$ cat src/rtl/systola_arr_seq_if.sv
// Host load handshake, single-port SRAM port and operand stream of the Systola sequencer.
interface systola_arr_seq_if #(
   parameter int WORD_LEN = 8,
   parameter int ADDR_W   = 15
);
   logic [1:0]          mode;
   logic                fire;
   logic                in_valid;
   logic                in_ready;
   logic [WORD_LEN-1:0] in_data;
   logic                mem_cen;
   logic                mem_wen;
   logic [ADDR_W-1:0]   mem_addr;
   logic [WORD_LEN-1:0] mem_d;
   logic [WORD_LEN-1:0] mem_q;
   logic                arr_valid;
   logic                arr_first;
   logic                arr_last;
   logic [WORD_LEN-1:0] arr_data;
   logic                busy;
   logic                done;
   logic                err;

   modport slave (
      input  mode, fire, in_valid, in_data, mem_q,
      output in_ready, mem_cen, mem_wen, mem_addr, mem_d,
      output arr_valid, arr_first, arr_last, arr_data, busy, done, err
   );

   modport master (
      output mode, fire, in_valid, in_data, mem_q,
      input  in_ready, mem_cen, mem_wen, mem_addr, mem_d,
      input  arr_valid, arr_first, arr_last, arr_data, busy, done, err
   );
endinterface

$ cat src/rtl/systola_arr_seq.sv
// Systola array sequencer: loads config/feature data into SRAM, then streams 3x3 window operands.
// Optional dimension check on compute fire: define SYSTOLA_SEQ_CFG_CHECK_EN.
module systola_arr_seq #(
   parameter int WORD_LEN = 8,
   parameter int ADDR_W   = 15,
   parameter int DIM_W    = 8
) (
   input  logic             clk,
   input  logic             rst,
   systola_arr_seq_if.slave bus
);
   typedef enum logic [1:0] {IDLE = 2'd0, RUN = 2'd1, DRAIN = 2'd2} state_t;

   state_t              state;
   logic [ADDR_W-1:0]   ptr;
   logic                full;
   logic [DIM_W-1:0]    cfg [4];
   logic [DIM_W-1:0]    c_cnt, oy_cnt, ox_cnt;
   logic [1:0]          ky_cnt, kx_cnt;
   logic [ADDR_W-1:0]   line_base, win_base, row_base;
   logic                mem_cen, mem_wen;
   logic [ADDR_W-1:0]   mem_addr;
   logic [WORD_LEN-1:0] mem_d;
   logic                arr_valid, arr_first, arr_last;
   logic                busy, done, err;

   logic                load_mode, in_ready, xfer;
   logic                tap_first, tap_last, run_final, cfg_bad;
   logic [ADDR_W-1:0]   wptr, w_a, w3_a;

`ifdef SYSTOLA_SEQ_CFG_CHECK_EN
   localparam int VOL_W = 3 * DIM_W;
   localparam int VW1   = VOL_W + 1;
   localparam logic [VOL_W:0] DEPTH_V = VW1'(2 ** ADDR_W);
   logic [VOL_W-1:0] vol;
`endif

   // Host handshake, window-position decode and configuration sanity check.
   always_comb begin
      load_mode = (state == IDLE) && ((bus.mode == 2'b00) || (bus.mode == 2'b01));
      // Gated by rst so the handshake reads 0 while reset is held, whatever the mode.
      in_ready  = load_mode && !full && !rst;
      xfer      = bus.in_valid && in_ready;
      wptr      = (bus.fire && load_mode) ? {ADDR_W{1'b0}} : ptr;
      w_a       = ADDR_W'(cfg[2]);
      w3_a      = w_a + (w_a << 1);
      tap_first = (ky_cnt == 2'd0) && (kx_cnt == 2'd0);
      tap_last  = (ky_cnt == 2'd2) && (kx_cnt == 2'd2);
      run_final = tap_last && (ox_cnt == cfg[2] - DIM_W'(3)) &&
                  (oy_cnt == cfg[3] - DIM_W'(3)) && (c_cnt == cfg[1] - DIM_W'(1));
`ifdef SYSTOLA_SEQ_CFG_CHECK_EN
      vol     = VOL_W'(cfg[1]) * VOL_W'(cfg[2]) * VOL_W'(cfg[3]);
      cfg_bad = (cfg[2] < DIM_W'(3)) || (cfg[3] < DIM_W'(3)) ||
                (cfg[1] == {DIM_W{1'b0}}) || ({1'b0, vol} > DEPTH_V);
`else
      cfg_bad = 1'b0;
`endif
   end

   // Sequencer FSM, load pointer, SRAM port and delayed operand tags.
   always_ff @(posedge clk or posedge rst) begin
      if (rst) begin
         state     <= IDLE;
         ptr       <= {ADDR_W{1'b0}};
         full      <= 1'b0;
         for (int i = 0; i < 4; i++) cfg[i] <= {DIM_W{1'b0}};
         c_cnt     <= {DIM_W{1'b0}};
         oy_cnt    <= {DIM_W{1'b0}};
         ox_cnt    <= {DIM_W{1'b0}};
         ky_cnt    <= 2'd0;
         kx_cnt    <= 2'd0;
         line_base <= {ADDR_W{1'b0}};
         win_base  <= {ADDR_W{1'b0}};
         row_base  <= {ADDR_W{1'b0}};
         mem_cen   <= 1'b1;
         mem_wen   <= 1'b1;
         mem_addr  <= {ADDR_W{1'b0}};
         mem_d     <= {WORD_LEN{1'b0}};
         arr_valid <= 1'b0;
         arr_first <= 1'b0;
         arr_last  <= 1'b0;
         busy      <= 1'b0;
         done      <= 1'b0;
         err       <= 1'b0;
      end else begin
         arr_valid <= (state == RUN);
         arr_first <= (state == RUN) && tap_first;
         arr_last  <= (state == RUN) && tap_last;
         done      <= (state == RUN) && run_final && (bus.mode != 2'b11);
         case (state)
            IDLE: begin
               mem_cen <= 1'b1;
               mem_wen <= 1'b1;
               if (bus.fire && (bus.mode == 2'b10)) begin
                  err <= cfg_bad;
                  if (!cfg_bad) begin
                     state     <= RUN;
                     busy      <= 1'b1;
                     mem_cen   <= 1'b0;
                     mem_addr  <= {ADDR_W{1'b0}};
                     c_cnt     <= {DIM_W{1'b0}};
                     oy_cnt    <= {DIM_W{1'b0}};
                     ox_cnt    <= {DIM_W{1'b0}};
                     ky_cnt    <= 2'd0;
                     kx_cnt    <= 2'd0;
                     line_base <= {ADDR_W{1'b0}};
                     win_base  <= {ADDR_W{1'b0}};
                     row_base  <= {ADDR_W{1'b0}};
                  end
               end else begin
                  if (bus.fire) err <= 1'b0;
                  if (bus.fire && load_mode) begin
                     ptr  <= {ADDR_W{1'b0}};
                     full <= 1'b0;
                  end
                  if (xfer) begin
                     if (bus.mode == 2'b00) begin
                        cfg[wptr[1:0]] <= DIM_W'(bus.in_data);
                        ptr            <= ADDR_W'(wptr[1:0] + 2'd1);
                     end else begin
                        mem_cen  <= 1'b0;
                        mem_wen  <= 1'b0;
                        mem_addr <= wptr;
                        mem_d    <= bus.in_data;
                        ptr      <= wptr + ADDR_W'(1);
                        if (&wptr) full <= 1'b1;
                     end
                  end
               end
            end
            RUN: begin
               if (bus.mode == 2'b11) begin
                  state   <= IDLE;
                  busy    <= 1'b0;
                  mem_cen <= 1'b1;
               end else if (run_final) begin
                  state   <= DRAIN;
                  mem_cen <= 1'b1;
               end else if (kx_cnt != 2'd2) begin
                  kx_cnt   <= kx_cnt + 2'd1;
                  mem_addr <= mem_addr + ADDR_W'(1);
               end else if (ky_cnt != 2'd2) begin
                  kx_cnt   <= 2'd0;
                  ky_cnt   <= ky_cnt + 2'd1;
                  row_base <= row_base + w_a;
                  mem_addr <= row_base + w_a;
               end else begin
                  kx_cnt <= 2'd0;
                  ky_cnt <= 2'd0;
                  // Each base is the start of the next window; channel start = last line + 3 rows.
                  if (ox_cnt != cfg[2] - DIM_W'(3)) begin
                     ox_cnt   <= ox_cnt + DIM_W'(1);
                     win_base <= win_base + ADDR_W'(1);
                     row_base <= win_base + ADDR_W'(1);
                     mem_addr <= win_base + ADDR_W'(1);
                  end else if (oy_cnt != cfg[3] - DIM_W'(3)) begin
                     ox_cnt    <= {DIM_W{1'b0}};
                     oy_cnt    <= oy_cnt + DIM_W'(1);
                     line_base <= line_base + w_a;
                     win_base  <= line_base + w_a;
                     row_base  <= line_base + w_a;
                     mem_addr  <= line_base + w_a;
                  end else begin
                     ox_cnt    <= {DIM_W{1'b0}};
                     oy_cnt    <= {DIM_W{1'b0}};
                     c_cnt     <= c_cnt + DIM_W'(1);
                     line_base <= line_base + w3_a;
                     win_base  <= line_base + w3_a;
                     row_base  <= line_base + w3_a;
                     mem_addr  <= line_base + w3_a;
                  end
               end
            end
            DRAIN: begin
               state <= IDLE;
               busy  <= 1'b0;
            end
            default: begin
               state   <= IDLE;
               busy    <= 1'b0;
               mem_cen <= 1'b1;
            end
         endcase
      end
   end

   assign bus.in_ready  = in_ready;
   assign bus.mem_cen   = mem_cen;
   assign bus.mem_wen   = mem_wen;
   assign bus.mem_addr  = mem_addr;
   assign bus.mem_d     = mem_d;
   assign bus.arr_valid = arr_valid;
   assign bus.arr_first = arr_first;
   assign bus.arr_last  = arr_last;
   assign bus.arr_data  = bus.mem_q;
   assign bus.busy      = busy;
   assign bus.done      = done;
   assign bus.err       = err;
endmodule
$ cat src/flat_wrapper.sv
// flat-port wrapper written by rule: the top's interface ports become plain ports
module systola_arr_seq_flat 
#(
   parameter int WORD_LEN = 8,
   parameter int ADDR_W   = 15,
   parameter int DIM_W    = 8
)
  (clk, rst, bus_mode, bus_fire, bus_in_valid, bus_in_data, bus_mem_q, bus_in_ready, bus_mem_cen, bus_mem_wen, bus_mem_addr, bus_mem_d, bus_arr_valid, bus_arr_first, bus_arr_last, bus_arr_data, bus_busy, bus_done, bus_err);
  systola_arr_seq_if #(.WORD_LEN(WORD_LEN), .ADDR_W(ADDR_W)) bus_i ();
  input  logic clk;
  input  logic rst;
  input wire logic [$bits(bus_i.mode)-1:0] bus_mode;
  input wire logic [$bits(bus_i.fire)-1:0] bus_fire;
  input wire logic [$bits(bus_i.in_valid)-1:0] bus_in_valid;
  input wire logic [$bits(bus_i.in_data)-1:0] bus_in_data;
  input wire logic [$bits(bus_i.mem_q)-1:0] bus_mem_q;
  output wire logic [$bits(bus_i.in_ready)-1:0] bus_in_ready;
  output wire logic [$bits(bus_i.mem_cen)-1:0] bus_mem_cen;
  output wire logic [$bits(bus_i.mem_wen)-1:0] bus_mem_wen;
  output wire logic [$bits(bus_i.mem_addr)-1:0] bus_mem_addr;
  output wire logic [$bits(bus_i.mem_d)-1:0] bus_mem_d;
  output wire logic [$bits(bus_i.arr_valid)-1:0] bus_arr_valid;
  output wire logic [$bits(bus_i.arr_first)-1:0] bus_arr_first;
  output wire logic [$bits(bus_i.arr_last)-1:0] bus_arr_last;
  output wire logic [$bits(bus_i.arr_data)-1:0] bus_arr_data;
  output wire logic [$bits(bus_i.busy)-1:0] bus_busy;
  output wire logic [$bits(bus_i.done)-1:0] bus_done;
  output wire logic [$bits(bus_i.err)-1:0] bus_err;
  assign bus_i.mode = bus_mode;
  assign bus_i.fire = bus_fire;
  assign bus_i.in_valid = bus_in_valid;
  assign bus_i.in_data = bus_in_data;
  assign bus_i.mem_q = bus_mem_q;
  assign bus_in_ready = bus_i.in_ready;
  assign bus_mem_cen = bus_i.mem_cen;
  assign bus_mem_wen = bus_i.mem_wen;
  assign bus_mem_addr = bus_i.mem_addr;
  assign bus_mem_d = bus_i.mem_d;
  assign bus_arr_valid = bus_i.arr_valid;
  assign bus_arr_first = bus_i.arr_first;
  assign bus_arr_last = bus_i.arr_last;
  assign bus_arr_data = bus_i.arr_data;
  assign bus_busy = bus_i.busy;
  assign bus_done = bus_i.done;
  assign bus_err = bus_i.err;
  systola_arr_seq #(.WORD_LEN(WORD_LEN), .ADDR_W(ADDR_W), .DIM_W(DIM_W)) u_core (.clk(clk), .rst(rst), .bus(bus_i));
endmodule
$ cat config.mk
export PLATFORM = sky130hd
export DESIGN_NAME = systola_arr_seq_flat
export DESIGN_NICKNAME = d
export VERILOG_FILES = /design/src/rtl/systola_arr_seq_if.sv /design/src/rtl/systola_arr_seq.sv /design/src/flat_wrapper.sv
export SDC_FILE = /design/constraint.sdc
export NUM_CORES = 1
export LEC_CHECK = 0
export BUFFER_PORTS_ARGS = -buffer_cell sky130_fd_sc_hd__buf_2
export CORE_ASPECT_RATIO = 1.75
export CORE_UTILIZATION = 60
export DETAILED_ROUTE_END_ITERATION = 6
export PLACE_DENSITY_LB_ADDON = 0.1
export SLEW_MARGIN = 10
export SYNTH_ARGS = -nofsm -noshare
export SYNTH_HDL_FRONTEND = slang
export SYNTH_SLANG_ARGS = --single-unit
$ cat constraint.sdc
create_clock -name clk -period 5.26 [get_ports clk]
set_input_delay 0.789 -clock clk [delete_from_list [all_inputs] [get_ports clk]]
set_output_delay 0.789 -clock clk [all_outputs]
set_load 0.05 [all_outputs]
After elaboration in Yosys (flattened, before gate mapping)
Index checks and enable logic that the tools add are counted.
- $add $sub $neg: 16
- order comparisons: 2
- equality and inequality tests: 26
- multiplexer cells: 83
- bitwise logic cells: 4
- reductions and logical operators: 39
- operator list (cell ; count):
    $mux W15 ; 25
    $mux W8 ; 19
    $pmux W15 S2 ; 4
    $pmux W8 S2 ; 3
    $add A15 B1 Y15 const B ; 3
    $bwmux W32 ; 1
    $add A15 B8 Y15 ; 2
    $add A8 B1 Y8 const B ; 3
    $eq A8 B8 Y1 ; 3
    $mux W2 ; 11
    $ne A2 B2 Y1 const B ; 11
    $demux W8 S2 ; 1
    $logic_and A1 B1 Y1 ; 16
    $ne A8 B8 Y1 ; 2
    $sub A8 B2 Y8 const B ; 2
    $add A15 B15 Y15 ; 1
    $reduce_and A15 Y1 ; 1
    $mux W1 ; 14
    $pmux W2 S2 ; 3
    $reduce_and A4 Y1 ; 3
    $add A8 B9 Y10 ; 1
    $eq A2 B2 Y1 const B ; 5
    $reduce_and A2 Y1 ; 5
    $reduce_and A5 Y1 ; 2
    19 further kinds ; 29
- flip-flop bits (word level): 154
- input bits: 22
- output and inout port bits: 40
- logic and storage cells: 195

Depth between registers and ports, before layout
Gate-level depths: netlist of the first run.
- depth in word-level cells: 11
- gate-level depth with buffers: 19
- depth with buffers taken out: 19

Worst setup path before layout of the first run
OpenSTA, ideal clock, no wires.
- path kind: flip-flop to flip-flop
- start: register u_core.cfg[1] (netlist bit)
- end: register u_core.mem_addr[14] (netlist: u_core.bus.mem_addr[14])
- library setup time: 82 ps
- arrival time: 4274 ps
- required time: 5178 ps
- setup slack: 904 ps
- cell stages (with the launch flop): 18
- buffers on the path: 1
- clock period less this slack: 4356 ps
- cell sequence: dfrtp_1 > a2111oi_4 > nor4_1 > or4_1 > o2111ai_1 > clkbuf_1 > nand2_1 > nand2_1 > inv_1 > fa_1 > nor2b_1 > o2111ai_1 > a31oi_1 > a311oi_1 > or3_1 > a31o_2 > o31a_1 > a31oi_1
- longest elaborated chain between the ends: 9
- elaborated cells on any way between the ends: 14
- those cells by class: add/sub: 1; eq/ne: 3; mux: 7; reduce/logical: 3
- ends and longest elaborated chain (element ; line ; RTL):
    start: declaration ; systola_arr_seq.sv:17 ; logic [DIM_W-1:0] cfg [4];
    start signal: indexed assignment ; systola_arr_seq.sv:118 ; cfg[wptr[1:0]] <= DIM_W'(bus.in_data);
    $sub A8 B2 Y8 * ; systola_arr_seq.sv:50, systola_arr_seq.sv:156 ;
    $ne A8 B8 Y1 ; systola_arr_seq.sv:156 ; end else if (oy_cnt != cfg[3] - DIM_W'(3)) begin
    $mux W15 ; systola_arr_seq.sv:156 ;
    $mux W15 ; systola_arr_seq.sv:151 ; if (ox_cnt != cfg[2] - DIM_W'(3)) begin
    $mux W15 ; systola_arr_seq.sv:142 ; end else if (ky_cnt != 2'd2) begin
    $mux W15 ; systola_arr_seq.sv:139 ; end else if (kx_cnt != 2'd2) begin
    $mux W15 ; systola_arr_seq.sv:136 ; end else if (run_final) begin
    $mux W15 ; systola_arr_seq.sv:132 ; if (bus.mode == 2'b11) begin
    $pmux W15 S2 ; systola_arr_seq.sv:90 ; case (state)
    end signal: assignment ; systola_arr_seq.sv:100 ; mem_addr <= {ADDR_W{1'b0}};
    end signal: assignment ; systola_arr_seq.sv:141 ; mem_addr <= mem_addr + ADDR_W'(1);
    end signal: assignment ; systola_arr_seq.sv:146 ; mem_addr <= row_base + w_a;
    end: declaration ; systola_arr_seq.sv:22 ; logic [ADDR_W-1:0] mem_addr;
Every way passes the cells marked *; elsewhere a longest branch is shown, timed or not. The select of a mux whose other input is x is not followed.
A chain may end at the register's enable or synchronous reset.

Worst setup path in the final report of the first run
Ends and elaborated chain as after synthesis.

==> results of run 1 <==
-- path summary, 6_finish.rpt --
check	cells past startpoint	slack, ns	endpoint	from
setup reg to reg	15	0.53	u_core.bus.mem_addr[14]$_DFFE_PP0P_	u_core.cfg[1]$_DFFE_PP0P_
min in group clk	2	0.49	u_core.line_base[7]$_DFFE_PP0P_	u_core.line_base[7]$_DFFE_PP0P_
hold / removal	2	0.41	u_core.ptr[1]$_DFFE_PP0P_	rst
hold reg to reg	2	0.49	u_core.line_base[7]$_DFFE_PP0P_	u_core.line_base[7]$_DFFE_PP0P_
max in group asynchronous	3	3.79	u_core.line_base[5]$_DFFE_PP0P_	rst
setup / recovery	15	0.53	u_core.bus.mem_addr[14]$_DFFE_PP0P_	u_core.cfg[1]$_DFFE_PP0P_
-- cell type report --
cell class	count	area share, %
Sequential cell	145	34.3
Tap cell	189	2.23
Clock buffer	18	4.05
Timing Repair Buffer	59	3.14
Inverter	32	1.18
Clock inverter	13	1.52
Multi-Input combinational cell	833	53.6
-- power by group through the flow --
stage               combinational, W  sequential (W)  clock (W)
global route                0.000927         0.00135    0.00130
floorplan                   0.000462         0.00153          0
global placement            0.000841         0.00135          0
finish                      0.000859         0.00134    0.00124
detailed placement          0.000852         0.00135          0
CTS                         0.000857         0.00133    0.00126
-- critical path: cells and delay by family, from the launching register on --
family                   cells  cell delay (ns)
AND/OR/NAND/NOR              4             0.89
adder cells (fa/ha/maj)      1             0.34
AO/OA/AOI/OAI               10             2.95
flip-flops                   1             0.45
-- per-stage QoR --
step | cell area (sq um) | instances | utilization [%] | setup slack (ns)
floorplan | 9640 | 1062 | - | 0.580
global placement | 9990 | 1258 | 63.2 | 0.718
detailed placement | 9990 | 1258 | 63.2 | 0.624
CTS | 10600 | 1289 | 67.0 | 0.578
global route | 10600 | 1289 | 67.0 | 0.228
finish | 10600 | 1289 | 67.0 | 0.532
-- cell families after synthesis --
kind of cell	synth area share, %
DFF	37.7
other	0.0389
buffers and inverters	3.74
and+or+nand+nor	19.2
adders and majority gates	6.60
xor gates and xnor gates	7.82
AOI/OAI and AO/OA	19.2
muxes	5.77
-- cells in the final DEF, fill, tap and decap left out, types with 4 or more instances in the layout --
master and n:
a211oi_1 5, a21boi_0 4, a21o_1 11, a21oi_1 49, a22o_1 23, a22oi_1 14, a31oi_1 18, and2_1 11
and3_1 21, and4_1 6, buf_2 44, buf_4 15, clkbuf_16 17, clkinvlp_4 4, dfrtp_1 143, ha_1 46
inv_1 29, mux2_2 36, mux2i_1 15, nand2_1 92, nand2b_1 16, nand3_1 43, nand4_1 16, nor2_1 92
nor2b_1 8, nor3_1 21, nor3b_1 4, nor4_1 6, o2111ai_1 4, o211ai_1 8, o21a_1 5, o21ai_0 84
o22ai_1 5, o31ai_1 13, or2_2 6, or3_1 7, or4_1 4, xnor2_1 54, xor2_1 32
-- routing by layer --
layer	wire length [microns]	vias to the layer above	GRT usage, %
li1	-	3882	-
met1	10100	4043	36.5
met2	14100	286	61.6
met3	1100	97	4.82
met4	1530	0	21.5
met5	0	-	0
-- state kept, by name, indices dropped and copies added (netlist names), 2 cells and up --
| name | count |
|---|---|
| u_core.line_base | 15 |
| u_core.win_base | 15 |
| u_core.state | 2 |
| u_core.ptr | 15 |
| u_core.cfg | 24 |
| u_core.ky_cnt | 2 |
| u_core.ox_cnt | 8 |
| u_core.row_base | 15 |
| u_core.oy_cnt | 8 |
| u_core.bus.mem_addr | 15 |
| u_core.bus.mem_d | 8 |
| u_core.kx_cnt | 2 |
| u_core.c_cnt | 8 |
-- cells in the mapped netlist, types with 23 or more instances --
cell,number
a22o_1,23
ha_1,46
mux2_2,36
clkbuf_1,30
nor2_1,92
o21ai_0,84
dfrtp_1,143
xnor2_1,54
xor2_1,32
inv_1,30
nand2_1,92
nand3_1,43
a21oi_1,49
==> results.yml, run 1 <==
outcome:
  status: "finished with violations"
  violations: "DRC"
drt:
  postRouteAntennaNets: 0
  wire_per_inst_microns: 20.8
  drcViolationCount: 5
  wl_mm: 26.9
  via_count: 8308
  viasPerCell: 6.45
  drt-initial-drc-count: 491
  drtPass1Iterations: 7
die:
  rows: 61
  coreArea_sq_um: 15800
  start_util_pct: 61.0
  die_x_microns: 97.8
  die_h_microns: 170
  ios: 62
  die_area_sq_um: 16600
job:
  maxCapViolCount: 0
final_layout:
  drive_above_1_share_pct: 13.8
  n_fill_cell: 1295
  n_antenna_cell: 0
  final_nets: 1159
  multi_input_area_sq_um: 5680
  syn_to_final_growth_pct: 9.93
  regArea_sq_um: 3630
placed_design:
  io_buffers: 44
  gp_congestion: 0.918
  dp_hpwl_mm: 19.8
timing:
  grt_setup_unrepaired: "false"
  setup_viol: 0
  maxSlewViolCount: 0
  relSlewSlack_pct: 22.2
  skew_ns: 0.0133
  clock.fmax_ghz: 0.212
  fin_crit_sh_pct: 89.9
  period_needed_ns: 4.73
  fin_tns_setup_ns: 0
  tightest_slew_ns: 1.16
  final_hold_viol_count: 0
  whs_ns: 0.413
global_routing:
  grt_usage_pct: 33.8
  grt_max_degree: 54
  grt_pass1_wl_mm: 43.3
  antenna_found_initial: 0
  grt_overflow: 0
  first_global_vias: 8378
clock_network:
  cts_tree: "yes"
  path_clk_slew_ns: 0.07
  cts_buffers: 17
  cts_root_buffer: "clkbuf_16"
  cts.sinks: 145
  max-clock-path-buffers: 2
  cts_resized: 0
  clkLatencyLatePin_ns: 0.43
  post-cts-setup-buffer-count: 0
  cts_htree_levels: 4
  cts_hold_buf: 0
setup_path:
  cpPeakStageDelay_ns: 0.78
  worstSetupPathType: "reg2reg"
  start_kind: "register"
  cp_cell_sequence: "a2111oi_4 -> nor4_1 -> or4_1 -> o2111a_2 -> nand2_1 -> o21ai_0 -> ha_1 -> nor2b_1 -> o2111ai_1 -> a31oi_1 -> a311oi_1 -> o21ai_0 -> a31o_2 -> o31a_1 -> a31oi_1"
  slowest_stage: "a311oi_1"
  critPathMaxFanout: 14
  cp_data_required_time_ns: 5.61
  cp-end-kind: "register"
  crit_arrival_ns: 5.08
power_and_ir_drop:
  switchingPower_w: 0.00120
  power_density_nw_per_um2: 325
  power_w: 0.00344
  peakVddDrop_mv: 0.232
  internal_power_w: 0.00224
  p_clk_share_pct: 36.2
  leakage_nw: 4.86
  p_comb_share_pct: 25.0
  swShare_pct: 35.0
  pwr-share-seq_pct: 38.8
yosys:
  synth.avg_cell_area_sq_um: 9.07
  ys_warn_count: 0
  synth_cell_type_count: 79
  yosys.area.top_type: "dfrtp_1"
  netlist_top_cells_area: "dfrtp_1, ha_1, xnor2_1, o21ai_0, mux2_2"
  syn_inst: 1062
  synth-seq-cells: 145
  async_flop_share_pct: 100
  synth_area_sq_um: 9640
  synth.net_count: 1133
  yosys_most_used_dff: "dfrtp_1"
  synth-edff-count: 0
  netlist.area_leader.share_pct: 37.1
  synth.yosys.seq_area_share_pct: 37.7
worst_hold_path:
  min_path_type: "in2async"
(Power assumes the default switching activity.)
==> run 2, diff against run 1 <==
--- a/config.mk
+++ b/config.mk
@@ -7,7 +7,7 @@
 export LEC_CHECK = 0
 export BUFFER_PORTS_ARGS = -buffer_cell sky130_fd_sc_hd__buf_2
 export CORE_ASPECT_RATIO = 1.75
-export CORE_UTILIZATION = 60
+export CORE_UTILIZATION = 47
 export DETAILED_ROUTE_END_ITERATION = 6
 export PLACE_DENSITY_LB_ADDON = 0.1
 export SLEW_MARGIN = 10
==> run 2 against run 1 <==
The run now ends clean. Power up 2.9%. Utilization down 14 points. Clock power up 9%. First-iteration DRC count down 28%. Register-to-register slack about the same. Critical path type unchanged. Critical endpoint unchanged. Largest cell class unchanged. Largest power group is now clock. Highest routed layer unchanged.
==> results.yml, run 2 (synthesis results as in run 1) <==
power_and_ir_drop:
  peakVddDrop_mv: 0.359
  leakage_nw: 4.89
  pwr-share-seq_pct: 37.7
  switchingPower_w: 0.00122
  swShare_pct: 34.4
  power_w: 0.00354
  p_comb_share_pct: 24.1
  internal_power_w: 0.00232
  power_density_nw_per_um2: 330
  p_clk_share_pct: 38.2
setup_path:
  worstSetupPathType: "reg2reg"
  crit_start: "u_core.cfg[1]$_DFFE_PP0P_"
  r2r-end: "u_core.bus.mem_addr[14]$_DFFE_PP0P_"
  slowest_stage: "a311oi_1"
  start_kind: "register"
  r2r_slack_ns: 0.55
  ff2ff_path_depth: 15
  path_delay_family: "compound AO/OA/AOI/OAI gates"
  cp.depth: 15
  critPathMaxFanout: 14
  cp-end-kind: "register"
  path_buf_inv: 0
  cpPeakStageDelay_ns: 0.71
  cp_data_required_time_ns: 5.62
  reg2reg_from: "u_core.cfg[1]$_DFFE_PP0P_"
  crit_arrival_ns: 5.08
  cp_cell_sequence: "a2111oi_4 -> nor4_1 -> or4_1 -> o2111a_2 -> nand2_1 -> o21ai_0 -> ha_1 -> nor2b_1 -> o2111ai_1 -> a31oi_1 -> a311oi_1 -> o21ai_0 -> a31o_2 -> o31a_1 -> a31oi_1"
  endpoint: "u_core.bus.mem_addr[14]$_DFFE_PP0P_"
clock_network:
  cts.sinks: 145
  post-cts-setup-buffer-count: 0
  cts_buffers: 17
  cts_hold_buf: 0
  cts_resized: 0
  cts_tree: "yes"
  cts_htree_levels: 4
  path_clk_slew_ns: 0.06
  max-clock-path-buffers: 2
  clkLatencyLatePin_ns: 0.44
  cts_root_buffer: "clkbuf_16"
drt:
  postRouteAntennaNets: 0
  wl_met2_mm: 13.9
  drt-initial-drc-count: 355
  m1WireLength_mm: 10.9
  maxUsedRoutingLayer: "met4"
  drtPass1Iterations: 6
  wl_mm: 26.2
  wire_per_inst_microns: 19.4
  viasPerCell: 5.98
  met3_length_microns: 836
  drcViolationCount: 0
  via_count: 8081
die:
  die_h_microns: 191
  ios: 62
  die_x_microns: 110
  die_area_sq_um: 21100
  start_util_pct: 47.7
  rows: 69
  coreArea_sq_um: 20200
global_routing:
  grt_usage_pct: 27.0
  antenna_found_initial: 0
  first_global_vias: 7942
  grt_pass1_wl_mm: 42.3
  grt_overflow: 0
  grt_max_degree: 105
final_layout:
  drive_above_1_share_pct: 14.1
  syn_to_final_growth_pct: 11.3
  final_nets: 1161
  final_common_cell: "dfrtp_1"
  utilization_pct: 53.1
  largest_reg_flops: 24
  final_cell_mix: "dfrtp_1, nand2_1, nor2_1"
  n_antenna_cell: 0
  top_register: "u_core.cfg"
placed_design:
  gp_congestion: 0.900
  preCtsSetupSlack_ns: 0.525
  io_buffers: 44
  dp_hpwl_mm: 19.4
timing:
  grt_setup_unrepaired: "false"
  setup_viol: 0
  period_needed_ns: 4.71
  fin_crit_sh_pct: 89.6
  maxSlewViolCount: 0
  tightest_slew_ns: 1.04
  clock.fmax_ghz: 0.212
  fin_tns_setup_ns: 0
  setup_ws_ns: 0.546
  relSlewSlack_pct: 30.3
  final_hold_viol_count: 0
  skew_ns: 0.0108
  whs_ns: 0.492
worst_hold_path:
  min_path_type: "reg2reg"
job:
  maxCapViolCount: 0
outcome:
  status: "finished, final reports clean"
-- run 2: worst min-delay path, stage by stage, from the launching register on --
cell and delay, ns:
dfrtp_1 0.35, nand2_1 0.05, o21ai_0 0.06
-- run 2: worst min path at each step --
stage                     slack, ns  cells past startpoint                          endpoint                             start
final                          0.49                      2   u_core.line_base[8]$_DFFE_PP0P_   u_core.line_base[8]$_DFFE_PP0P_
after floorplan                0.45                      1  u_core.line_base[14]$_DFFE_PP0P_  u_core.line_base[14]$_DFFE_PP0P_
after detailed placement       0.48                      2   u_core.line_base[8]$_DFFE_PP0P_   u_core.line_base[8]$_DFFE_PP0P_
after global placement         0.47                      2   u_core.line_base[8]$_DFFE_PP0P_   u_core.line_base[8]$_DFFE_PP0P_
after CTS                      0.49                      2   u_core.line_base[8]$_DFFE_PP0P_   u_core.line_base[8]$_DFFE_PP0P_
after global routing           0.52                      2   u_core.line_base[8]$_DFFE_PP0P_   u_core.line_base[8]$_DFFE_PP0P_
-- run 2: per-layer routing --
layer  vias up  track usage, %
li1       3909               -
met1      3974            32.4
met2       160            47.7
met3        38            4.50
met4         0            9.77
met5         -               0
-- run 2: cell type report --
| cell class | count | area, sq um |
|---|---|---|
| clock buffer | 19 | 453 |
| inverter | 32 | 125 |
| multi-input combinational | 833 | 5660 |
| timing repair buffer | 61 | 348 |
| fill | 1956 | 9480 |
| tap | 248 | 310 |
| sequential | 145 | 3630 |
| clock inverter | 13 | 198 |
-- run 2: power by group through the flow --
stage	registers (W)	clock network (W)	logic, W
floorplan	0.00153	0	0.000462
global placement	0.00135	0	0.000852
detailed placement	0.00135	0	0.000862
CTS	0.00133	0.00138	0.000864
global route	0.00135	0.00142	0.000935
finish	0.00133	0.00135	0.000854
-- run 2: stage by stage --
stage	instance area (sq um)	instances
finish	10700	1351
global route	10700	1351
CTS	10700	1351
detailed placement	10100	1319
global placement	10100	1319
floorplan	9640	1062
==> run 3, diff against run 2 <==
--- a/config.mk
+++ b/config.mk
@@ -5,8 +5,9 @@
 export SDC_FILE = /design/constraint.sdc
 export NUM_CORES = 1
 export LEC_CHECK = 0
+export ABC_AREA = 1
 export BUFFER_PORTS_ARGS = -buffer_cell sky130_fd_sc_hd__buf_2
-export CORE_ASPECT_RATIO = 1.75
+export CORE_ASPECT_RATIO = 1.2
 export CORE_UTILIZATION = 47
 export DETAILED_ROUTE_END_ITERATION = 6
 export PLACE_DENSITY_LB_ADDON = 0.1
==> run 3 against run 2 <==
Sequential share of layout area fell by 2.4 points. Synthesized area rose by 10%. Hold slack lost 0.13 ns. Clock power shrank 4%. Combinational power rose by 43%. Critical path depth is 9 higher. Cell count is 34% higher. Worst setup slack improved by 0.85 ns. Fmax increased by 22%. Sequential cell count is the same.
==> results.yml, run 3 <==
global_routing:
  grt_overflow: 0
  grt_max_degree: 71
  first_global_vias: 9041
  antenna_found_initial: 0
  grt_usage_pct: 25.6
  grt_pass1_wl_mm: 46.8
clock_network:
  cts_resized: 0
  cts_root_buffer: "clkbuf_16"
  cts_tree: "yes"
  cts_hold_buf: 0
  path_clk_slew_ns: 0.07
  cts.sinks: 145
  clkLatencyLatePin_ns: 0.43
  max-clock-path-buffers: 2
  cts_htree_levels: 4
  post-cts-setup-buffer-count: 0
  cts_buffers: 17
yosys:
  synth-edff-count: 0
  synthMostInstantiatedCell: "nand2_1"
  synth.avg_cell_area_sq_um: 7.08
  netlist.area_leader.share_pct: 33.7
  synth.yosys.seq_area_share_pct: 34.1
  syn_inst: 1502
  synth_top_family_by_area: "simple AND/OR/NAND/NOR gates"
  synth_xor_area_share_pct: 4.99
  netlist_top_cells_area: "dfrtp_1, nand2_1, nand3_1, inv_1, ha_1"
  ys_warn_count: 0
  async_flop_share_pct: 100
  synth.net_count: 1573
  synth_area_sq_um: 10600
  yosys.area.top_type: "dfrtp_1"
  synth_fa_ha_area_share_pct: 5.98
  synth_simple_gate_area_share_pct: 34.2
  synth_compound_area_share_pct: 11.8
  ys_top_cells_by_count: "nand2_1, inv_1, dfrtp_1, nand3_1, nor2_1"
  synthMuxAreaShare_pct: 0
  synth_cell_type_count: 56
  synth-seq-cells: 145
  yosys_most_used_dff: "dfrtp_1"
final_layout:
  multi_input_area_sq_um: 6060
  regArea_sq_um: 3630
  largest_reg_flops: 24
  final_area_sq_um: 11600
  syn_to_final_growth_pct: 8.62
  n_antenna_cell: 0
  drive_above_1_share_pct: 10.9
  final_nets: 1596
  stdcell_count: 1812
  final_cell_mix: "nand2_1, inv_1, dfrtp_1"
  n_fill_cell: 2189
  final_common_cell: "nand2_1"
  top_register: "u_core.cfg"
drt:
  wire_per_inst_microns: 15.5
  drt-initial-drc-count: 556
  postRouteAntennaNets: 0
  viasPerCell: 5.28
  via_count: 9572
  drtPass1Iterations: 5
  wl_mm: 28.1
  drcViolationCount: 0
placed_design:
  dp_hpwl_mm: 20.7
  io_buffers: 44
  preCtsSetupSlack_ns: 1.43
  placed_cells: 1780
  placed_area_sq_um: 10900
  gp_congestion: 0.891
timing:
  setup_viol: 0
  fin_crit_sh_pct: 73.5
  relSlewSlack_pct: 39.5
  whs_ns: 0.362
  tightest_slew_ns: 0.908
  skew_ns: 0.0137
  final_hold_viol_count: 0
  maxSlewViolCount: 0
  clock.fmax_ghz: 0.259
  fin_tns_setup_ns: 0
  period_needed_ns: 3.87
  setup_ws_ns: 1.39
  grt_setup_unrepaired: "false"
die:
  coreArea_sq_um: 21900
  die_area_sq_um: 23200
  start_util_pct: 48.5
  die_x_microns: 139
  die_h_microns: 167
  ios: 62
  rows: 59
setup_path:
  cp-end-kind: "register"
  critPathMostFrequentCell: "nand2_1"
  slowest_stage: "dfrtp_1"
  cp_cell_sequence: "inv_2 -> ha_1 -> a21oi_1 -> nand2_1 -> nand2_1 -> nand2_1 -> a21oi_1 -> nor2_1 -> nor2_1 -> o21ai_0 -> o21ai_0 -> a21oi_1 -> ha_1 -> a21oi_1 -> nand2_1 -> a21oi_1 -> nand2_1 -> nand2_1 -> nand2_1 -> nand2_1 -> nand3_1 -> nand3_1 -> nand3_1 -> a21oi_1"
  start_kind: "register"
  worstSetupPathType: "reg2reg"
  critPathMaxFanout: 8
  crit_arrival_ns: 4.22
  cpPeakStageDelay_ns: 0.52
  cp_data_required_time_ns: 5.62
worst_hold_path:
  min_path_type: "in2async"
job:
  maxCapViolCount: 0
power_and_ir_drop:
  peakVddDrop_mv: 0.311
  leakage_nw: 5.71
  power_density_nw_per_um2: 342
outcome:
  status: "finished, final reports clean"
## run 3: changes by cell type in the layout (fill, tap and decap cells not counted), moves of 17 or more
| cell | delta |
|---|---|
| mux2_2 | -36 |
| nor2_1 | +33 |
| o21ai_1 | +26 |
| xnor2_1 | -26 |
| nand2_1 | +371 |
| a22o_1 | -22 |
| o21ai_2 | +33 |
| a31oi_1 | -17 |
| inv_1 | +132 |
| and3_1 | -19 |
| nand3_1 | +90 |
## run 3: through the flow
stage          total power, W  utilization (%)
6_report              0.00395             52.7
5_1_grt               0.00418             52.7
4_1_cts               0.00398             52.7
3_5_place_dp          0.00267             49.9
3_3_place_gp          0.00265             49.9
2_1_floorplan         0.00240                -
## run 3: final timing paths
path	from	to	slack (ns)	depth (start not counted)
max	u_core.cfg[10]$_DFFE_PP0P_	u_core.bus.mem_addr[13]$_DFFE_PP0P_	1.39	24
min	rst	u_core.win_base[13]$_DFFE_PP0P_	0.36	2
max reg2reg	u_core.cfg[10]$_DFFE_PP0P_	u_core.bus.mem_addr[13]$_DFFE_PP0P_	1.39	24
min reg2reg	u_core.ptr[11]$_DFFE_PP0P_	u_core.ptr[11]$_DFFE_PP0P_	0.48	2
max in group asynchronous	rst	u_core.line_base[0]$_DFFE_PP0P_	3.65	3
min in group clk	u_core.ptr[11]$_DFFE_PP0P_	u_core.ptr[11]$_DFFE_PP0P_	0.48	2
## run 3: worst max-delay path: cells and delay by family, from the launching register on
| kind | cells | cell delay, ns |
|---|---|---|
| buf+inv | 1 | 0.15 |
| simple gates | 13 | 1.02 |
| flops | 1 | 0.52 |
| fa+ha+maj | 2 | 0.73 |
| compound gates | 8 | 1.38 |
## run 3: layout make-up
| type | instances | share of cell area [%] |
|---|---|---|
| flip-flops and latches | 145 | 31.4 |
| well taps | 274 | 2.97 |
| inverters | 171 | 5.61 |
| multi-input cells | 1142 | 52.5 |
| clock inverters | 14 | 1.55 |
| repair buffers | 48 | 2.17 |
| clock buffers | 18 | 3.80 |
## run 3: routing by layer
metal  vias to the layer above  global-route usage, %  wire length (microns)
met4                         0                   9.23                    697
met2                       163                   42.4                  13200
li1                       4896                      -                      -
met5                         -                      0                      0
met1                      4470                   34.0                  13400
met3                        43                   3.34                    822
## run 3: power by group
group / internal, W / total [W] / switching, W
Clock: 0.000767 / 0.00130 / 0.000536
Sequential: 0.00125 / 0.00143 / 0.000179
Combinational: 0.000361 / 0.00122 / 0.000859
## run 3: kinds of logic (layout without fill, tap and decap cells)
group           after synthesis  after routing
xor+xnor                     59             59
simple gates                824            824
buf+inv                     215            251
compound gates              209            209
other cells                   1              1
fa+ha+maj                    49             49
flops                       145            145
